--- config.mk ---
export PLATFORM = sky130hd
export DESIGN_NAME = alu_issue
export DESIGN_NICKNAME = d
export VERILOG_FILES = /design/src/rtl/alu_issue.sv
export SDC_FILE = /design/constraint.sdc
export NUM_CORES = 1
export LEC_CHECK = 0
export ABC_AREA = 1
export CORE_MARGIN = 5
export CORE_UTILIZATION = 35
export CTS_CLUSTER_SIZE = 14
export DETAILED_ROUTE_END_ITERATION = 12
export PLACE_DENSITY = 0.74
export SKIP_LAST_GASP = 1
export SYNTH_ARGS = -nofsm -noshare
export SYNTH_HDL_FRONTEND = slang
export SYNTH_SLANG_ARGS = --single-unit
export TNS_END_PERCENT = 50
--- constraint.sdc ---
create_clock -name clk -period 3.73 [get_ports clk]
set_clock_uncertainty 0.2 [all_clocks]
set_input_delay 1.119 -clock clk [delete_from_list [all_inputs] [get_ports clk]]
set_output_delay 1.119 -clock clk [all_outputs]
set_load 0.01 [all_outputs]
--- src/rtl/alu_issue.sv ---
// Decode/issue stage: decodes an RV32I word, forwards from EX/MEM and MEM/WB,
// and registers the ALU operands, operation code, pc+4 and status flags.
module alu_issue #(
    parameter int DATA_WIDTH    = 32,
    parameter int OPCODE_LENGTH = 4
) (
    input  logic                     clk,
    input  logic                     reset,
    input  logic                     in_valid,
    input  logic [31:0]              instr,
    input  logic [8:0]               pc,
    input  logic [DATA_WIDTH-1:0]    rs1_data,
    input  logic [DATA_WIDTH-1:0]    rs2_data,
    input  logic                     exmem_regwrite,
    input  logic [4:0]               exmem_rd,
    input  logic [DATA_WIDTH-1:0]    exmem_result,
    input  logic                     memwb_regwrite,
    input  logic [4:0]               memwb_rd,
    input  logic [DATA_WIDTH-1:0]    memwb_result,
    input  logic                     stall,
    input  logic                     flush,
    output logic [DATA_WIDTH-1:0]    SrcA,
    output logic [DATA_WIDTH-1:0]    SrcB,
    output logic [OPCODE_LENGTH-1:0] Operation,
    output logic [8:0]               Pc4,
    output logic                     out_valid,
    output logic                     illegal
);

    localparam logic [OPCODE_LENGTH-1:0] OP_AND  = OPCODE_LENGTH'(4'b0000);
    localparam logic [OPCODE_LENGTH-1:0] OP_XOR  = OPCODE_LENGTH'(4'b0001);
    localparam logic [OPCODE_LENGTH-1:0] OP_SUB  = OPCODE_LENGTH'(4'b0010);
    localparam logic [OPCODE_LENGTH-1:0] OP_OR   = OPCODE_LENGTH'(4'b0011);
    localparam logic [OPCODE_LENGTH-1:0] OP_ADD  = OPCODE_LENGTH'(4'b0100);
    localparam logic [OPCODE_LENGTH-1:0] OP_BGE  = OPCODE_LENGTH'(4'b0101);
    localparam logic [OPCODE_LENGTH-1:0] OP_BNE  = OPCODE_LENGTH'(4'b0110);
    localparam logic [OPCODE_LENGTH-1:0] OP_SRAI = OPCODE_LENGTH'(4'b0111);
    localparam logic [OPCODE_LENGTH-1:0] OP_BEQ  = OPCODE_LENGTH'(4'b1000);
    localparam logic [OPCODE_LENGTH-1:0] OP_SLLI = OPCODE_LENGTH'(4'b1001);
    localparam logic [OPCODE_LENGTH-1:0] OP_LUI  = OPCODE_LENGTH'(4'b1010);
    localparam logic [OPCODE_LENGTH-1:0] OP_SRLI = OPCODE_LENGTH'(4'b1100);
    localparam logic [OPCODE_LENGTH-1:0] OP_BLT  = OPCODE_LENGTH'(4'b1101);
    localparam logic [OPCODE_LENGTH-1:0] OP_SLT  = OPCODE_LENGTH'(4'b1110);
    localparam logic [OPCODE_LENGTH-1:0] OP_JAL  = OPCODE_LENGTH'(4'b1111);

    // Handshake: in_valid qualifies instr/pc/rs*_data for one cycle; there is no
    // ready. While stall=1 (and flush=0) the input is ignored and the upstream
    // stage must hold it; flush overrides stall and injects a bubble.

    function automatic logic [DATA_WIDTH-1:0] fwd(
        input logic [4:0]            rs,
        input logic [DATA_WIDTH-1:0] rf_data,
        input logic                  ex_we,
        input logic [4:0]            ex_rd,
        input logic [DATA_WIDTH-1:0] ex_res,
        input logic                  wb_we,
        input logic [4:0]            wb_rd,
        input logic [DATA_WIDTH-1:0] wb_res
    );
        if (ex_we && (ex_rd == rs) && (rs != 5'd0)) return ex_res;
        else if (wb_we && (wb_rd == rs) && (rs != 5'd0)) return wb_res;
        else return rf_data;
    endfunction

    logic [6:0]            opcode;
    logic [2:0]            funct3;
    logic                  bit30;
    logic [DATA_WIDTH-1:0] rs1_val;
    logic [DATA_WIDTH-1:0] rs2_val;
    logic [DATA_WIDTH-1:0] imm_i;
    logic [DATA_WIDTH-1:0] imm_s;
    logic [DATA_WIDTH-1:0] imm_u;

    assign opcode  = instr[6:0];
    assign funct3  = instr[14:12];
    assign bit30   = instr[30];
    assign rs1_val = fwd(instr[19:15], rs1_data, exmem_regwrite, exmem_rd, exmem_result,
                         memwb_regwrite, memwb_rd, memwb_result);
    assign rs2_val = fwd(instr[24:20], rs2_data, exmem_regwrite, exmem_rd, exmem_result,
                         memwb_regwrite, memwb_rd, memwb_result);
    assign imm_i   = DATA_WIDTH'($signed(instr[31:20]));
    assign imm_s   = DATA_WIDTH'($signed({instr[31:25], instr[11:7]}));
    assign imm_u   = DATA_WIDTH'($signed({instr[31:12], 12'b0}));

    logic [OPCODE_LENGTH-1:0] dec_op;
    logic [DATA_WIDTH-1:0]    dec_b;
    logic                     dec_illegal;

    always_comb begin
        dec_op      = OP_AND;
        dec_b       = '0;
        dec_illegal = 1'b0;
        case (opcode)
            7'b0110011: begin
                dec_b = rs2_val;
                case (funct3)
                    3'b000:  dec_op = bit30 ? OP_SUB : OP_ADD;
                    3'b111:  dec_op = OP_AND;
                    3'b110:  dec_op = OP_OR;
                    3'b100:  dec_op = OP_XOR;
                    3'b010:  dec_op = OP_SLT;
                    default: dec_illegal = 1'b1;
                endcase
            end
            7'b0010011: begin
                // SRAI keeps instr[30] in the immediate; the ALU masks it off.
                dec_b = imm_i;
                case (funct3)
                    3'b000:  dec_op = OP_ADD;
                    3'b010:  dec_op = OP_SLT;
                    3'b111:  dec_op = OP_AND;
                    3'b110:  dec_op = OP_OR;
                    3'b100:  dec_op = OP_XOR;
                    3'b001:  dec_op = OP_SLLI;
                    3'b101:  dec_op = bit30 ? OP_SRAI : OP_SRLI;
                    default: dec_illegal = 1'b1;
                endcase
            end
            7'b0000011: begin
                dec_op = OP_ADD;
                dec_b  = imm_i;
            end
            7'b0100011: begin
                dec_op = OP_ADD;
                dec_b  = imm_s;
            end
            7'b1100011: begin
                dec_b = rs2_val;
                case (funct3)
                    3'b000:  dec_op = OP_BEQ;
                    3'b001:  dec_op = OP_BNE;
                    3'b100:  dec_op = OP_BLT;
                    3'b101:  dec_op = OP_BGE;
                    default: dec_illegal = 1'b1;
                endcase
            end
            7'b0110111: begin
                dec_op = OP_LUI;
                dec_b  = imm_u;
            end
            7'b1101111: dec_op = OP_JAL;
            7'b1100111: begin
                dec_op = OP_JAL;
                dec_b  = imm_i;
            end
            default: dec_illegal = 1'b1;
        endcase
    end

    logic [DATA_WIDTH-1:0]    src_a_d, src_a_q;
    logic [DATA_WIDTH-1:0]    src_b_d, src_b_q;
    logic [OPCODE_LENGTH-1:0] op_d, op_q;
    logic [8:0]               pc4_d, pc4_q;
    logic                     valid_d, valid_q;
    logic                     illegal_d, illegal_q;

    always_comb begin
        src_a_d   = '0;
        src_b_d   = '0;
        op_d      = OP_AND;
        pc4_d     = 9'd0;
        valid_d   = 1'b0;
        illegal_d = 1'b0;
        if (flush) begin
            // bubble: defaults above
        end else if (stall) begin
            src_a_d   = src_a_q;
            src_b_d   = src_b_q;
            op_d      = op_q;
            pc4_d     = pc4_q;
            valid_d   = valid_q;
            illegal_d = illegal_q;
        end else if (in_valid) begin
            valid_d   = 1'b1;
            pc4_d     = pc + 9'd4;
            illegal_d = dec_illegal;
            if (!dec_illegal) begin
                src_a_d = rs1_val;
                src_b_d = dec_b;
                op_d    = dec_op;
            end
        end
    end

    always_ff @(posedge clk or posedge reset) begin
        if (reset) begin
            src_a_q   <= '0;
            src_b_q   <= '0;
            op_q      <= '0;
            pc4_q     <= 9'd0;
            valid_q   <= 1'b0;
            illegal_q <= 1'b0;
        end else begin
            src_a_q   <= src_a_d;
            src_b_q   <= src_b_d;
            op_q      <= op_d;
            pc4_q     <= pc4_d;
            valid_q   <= valid_d;
            illegal_q <= illegal_d;
        end
    end

    assign SrcA      = src_a_q;
    assign SrcB      = src_b_q;
    assign Operation = op_q;
    assign Pc4       = pc4_q;
    assign out_valid = valid_q;
    assign illegal   = illegal_q;

endmodule

==> summary.txt <==
Setup path
  • WP data arrival: 3.31 ns
  • Crit path kind: input port to flop
  • CP Capture Type: flop
  • Worst Path Required: 3.82 ns
  • Startpoint Class: input port
  • CP max FO: 15

Floorplanning
  • Die width: 141.5 um
  • I/O pin total: 265
  • Core ar.: 17120 um^2
  • Site row count: 48
  • Chip height: 141.5 um
  • Die area: 20030 um^2
  • Starting Density: 0.3538

Layout
  • Utilization after layout: 0.5490
  • Final #Nets: 1453
  • Number of antenna diodes: 0
  • Area grow syn2layout: 55.17%
  • Share of layout cells above drive strength 1: 0.05197

STA
  • Final clock period utilization by the worst path: 0.8650
  • Tmin final: 3.227 ns
  • Fmax: 309.9 MHz
  • Measured slew at the worst slew-check pin: 0.7596 ns
  • Hold Slack: 0.2762 ns
  • Slew Limit Fails: 0
  • Final setup viols: 0
  • Final Hold Violating Endpoints: 0
  • Slew headroom: 0.4920
  • Setup tns final: 0 ns
  • RSZ-0062 raised after global routing: false

Pwr
  • Clock power share: 0.432
  • VDD IR max: 0.0002092 V
  • Seq pwr share: 0.354
  • P_int: 1.814 mW
  • Switching Share: 0.2595
  • NetSw: 635.9 uW
  • Gate power share: 0.214
  • Static Leakage: 4.839 nW
  • PD cells: 260.8 nW/um^2

Clocking
  • Clock net sink count: 79
  • CTS Hold Bufs: 0
  • Setup bufs post-CTS: 0
  • Clock Path Buffers: 2
  • Clock latency on the worst-skew pair: 0.35 ns
  • CTS buffer count: 9
  • Clock transition at path regs: 0.06 ns
  • H-tree levels: 3
  • Post-cts gate resize count: 0
  • Root Driver: clkbuf_16
  • TritonCTS clock tree: yes

Run
  • Number of max-cap violations: 0

Yosys
  • Top_reg_cell synth: dfrtp_1
  • Cell taking the most area after synthesis: dfrtp_1
  • Post-synth top area share: 0.3264
  • Synth area leaders: dfrtp_1 (33%), nand2_1 (27%), nand3_1 (15%)
  • Sequential cell area fraction in the yosys report: 0.3264
  • Cell area after synthesis: 6056 um^2
  • Unique masters post-synth: 34
  • Syn_area_per_cell: 5.943 um^2
  • Most common cell in the synthesized netlist: nand2_1
  • Ys async rst share: 1.000
  • Synth warn: 0
  • Top cells by count, synth: nand2_1 (440), nand3_1 (178), inv_1 (103)
  • #FFs+latches synth: 79
  • Syn nets: 1206
  • Post-Syn Instances: 1019
  • EDFF count, synth: 0

Min path
  • Hold crit path type: flop to flop

Routing
  • Vias/cell: 5.157
  • Vias: 7710
  • Pre-antenna DRT Iters: 5
  • DRT Wirelength: 27.14 mm
  • Starting DRT DRC Count: 760
  • DRC: 0
  • Final ANT Viol Nets: 0
  • Wire length per cell: 18.15 um

Global route
  • GRT Total Usage: 0.2636
  • Number of global-route vias before repair: 7310
  • Largest net degree at the start of global routing: 80
  • Initial antenna violation count: 0
  • Remaining Overflow, GRT: 0
  • First-pass GRT wire length: 41.20 mm

Placed design
  • RePlAce Congestion: 0.9324
  • I/O Buffers: 264
  • Detailed placement HPWL: 20.21 mm

Status
  • Status: finished, final reports clean
power groups by stage:
stage / combinational, mW / sequential (mW) / clock [mW]
floorplan: 0.193 / 0.887 / 0
global placement: 0.514 / 0.884 / 0
detailed placement: 0.516 / 0.883 / 0
CTS: 0.519 / 0.868 / 1.07
global route: 0.563 / 0.868 / 1.11
finish: 0.523 / 0.868 / 1.06
layout make-up:
cell class | count | area [um^2]
Tap cell | 225 | 281.5
Fill cell | 1733 | 7720
Clock buffer | 12 | 256.5
Timing Repair Buffer | 291 | 2945
Multi-Input combinational cell | 775 | 3432
Sequential cell | 79 | 1977
Inverter | 110 | 414.1
Clock inverter | 3 | 90.09
metal layers:
metal,wire length (um),vias up,global-route usage
met5,0,-,0
met4,779,0,0.08232
met3,2853,48,0.04483
met2,12610,437,0.4311
met1,10890,3511,0.3568
li1,-,3714,-
state kept, by name, indices dropped and copies added (netlist names):
name and cells:
illegal 1, SrcB 32, SrcA 32, out_valid 1, Pc4 9, Operation 4
worst max-delay path: stages:
cell and delay, ns:
clkdlybuf4s50_1 0.53, nand2_2 0.09, nor2_2 0.13, nand3_1 0.15, nand2_2 0.12, nor2_1 0.08, nor3_4 0.60, buf_4 0.34
nand3_1 0.10, nand2_1 0.07
cells by family (layout without fill, tap and decap cells):
family / after synthesis / in the layout / share of synthesized area
xor+xnor: 5 / 5 / 0.007231
fa+ha+maj: 1 / 1 / 0.002066
buf+inv: 165 / 416 / 0.1107
flops: 79 / 79 / 0.3264
simple gates: 679 / 679 / 0.4702
compound gates: 90 / 90 / 0.08327
per-stage QoR:
stage / worst slack [ns] / cell area, um^2 / instances / power [mW]
6_report: 0.5035 / 9397 / 1495 / 2.450
5_1_grt: 0.3172 / 9397 / 1495 / 2.542
4_1_cts: 0.5023 / 9397 / 1495 / 2.461
3_5_place_dp: 0.1346 / 9050 / 1480 / 1.399
3_3_place_gp: 0.2183 / 9050 / 1480 / 1.398
2_1_floorplan: 0.3876 / 6056 / 1019 / 1.080
layout by cell type (no fill, tap or decap), types with 2 or more instances in the layout:
cell             netlist  layout
a21boi_0               6       6
a21oi_1               25      24
a22o_1                 4       4
a32o_1                 2       2
buf_12                 0       8
buf_4                  3      19
bufinv_16              0       3
clkbuf_16              0       9
clkbuf_8               0       2
clkdlybuf4s50_1        0     264
clkinv_1               2       2
dfrtp_1               79      79
inv_1                103     102
inv_2                  5       5
nand2_1              440     440
nand2_2                4       4
nand3_1              178     178
nand3_2                2       2
nand4_1                5       5
nor2_1                38      35
nor2_2                 5       7
nor3_1                 3       3
o21ai_0               48      48
xnor2_1                4       4
final timing paths:
check / startpoint / to / slack (ns) / cells past startpoint
min in group asynchronous: reset / SrcA[11]$_DFFE_PP0P_ / 0.93 / 2
setup / recovery: instr[5] / SrcA[23]$_DFFE_PP0P_ / 0.50 / 10
setup reg to reg: Pc4[0]$_DFFE_PP0P_ / Pc4[0]$_DFFE_PP0P_ / 2.84 / 1
hold reg to reg: SrcA[4]$_DFFE_PP0P_ / SrcA[4]$_DFFE_PP0P_ / 0.28 / 2
hold / removal: SrcA[4]$_DFFE_PP0P_ / SrcA[4]$_DFFE_PP0P_ / 0.28 / 2
max in group asynchronous: reset / SrcA[22]$_DFFE_PP0P_ / 1.75 / 3
Power figures use the tool's default switching activity.
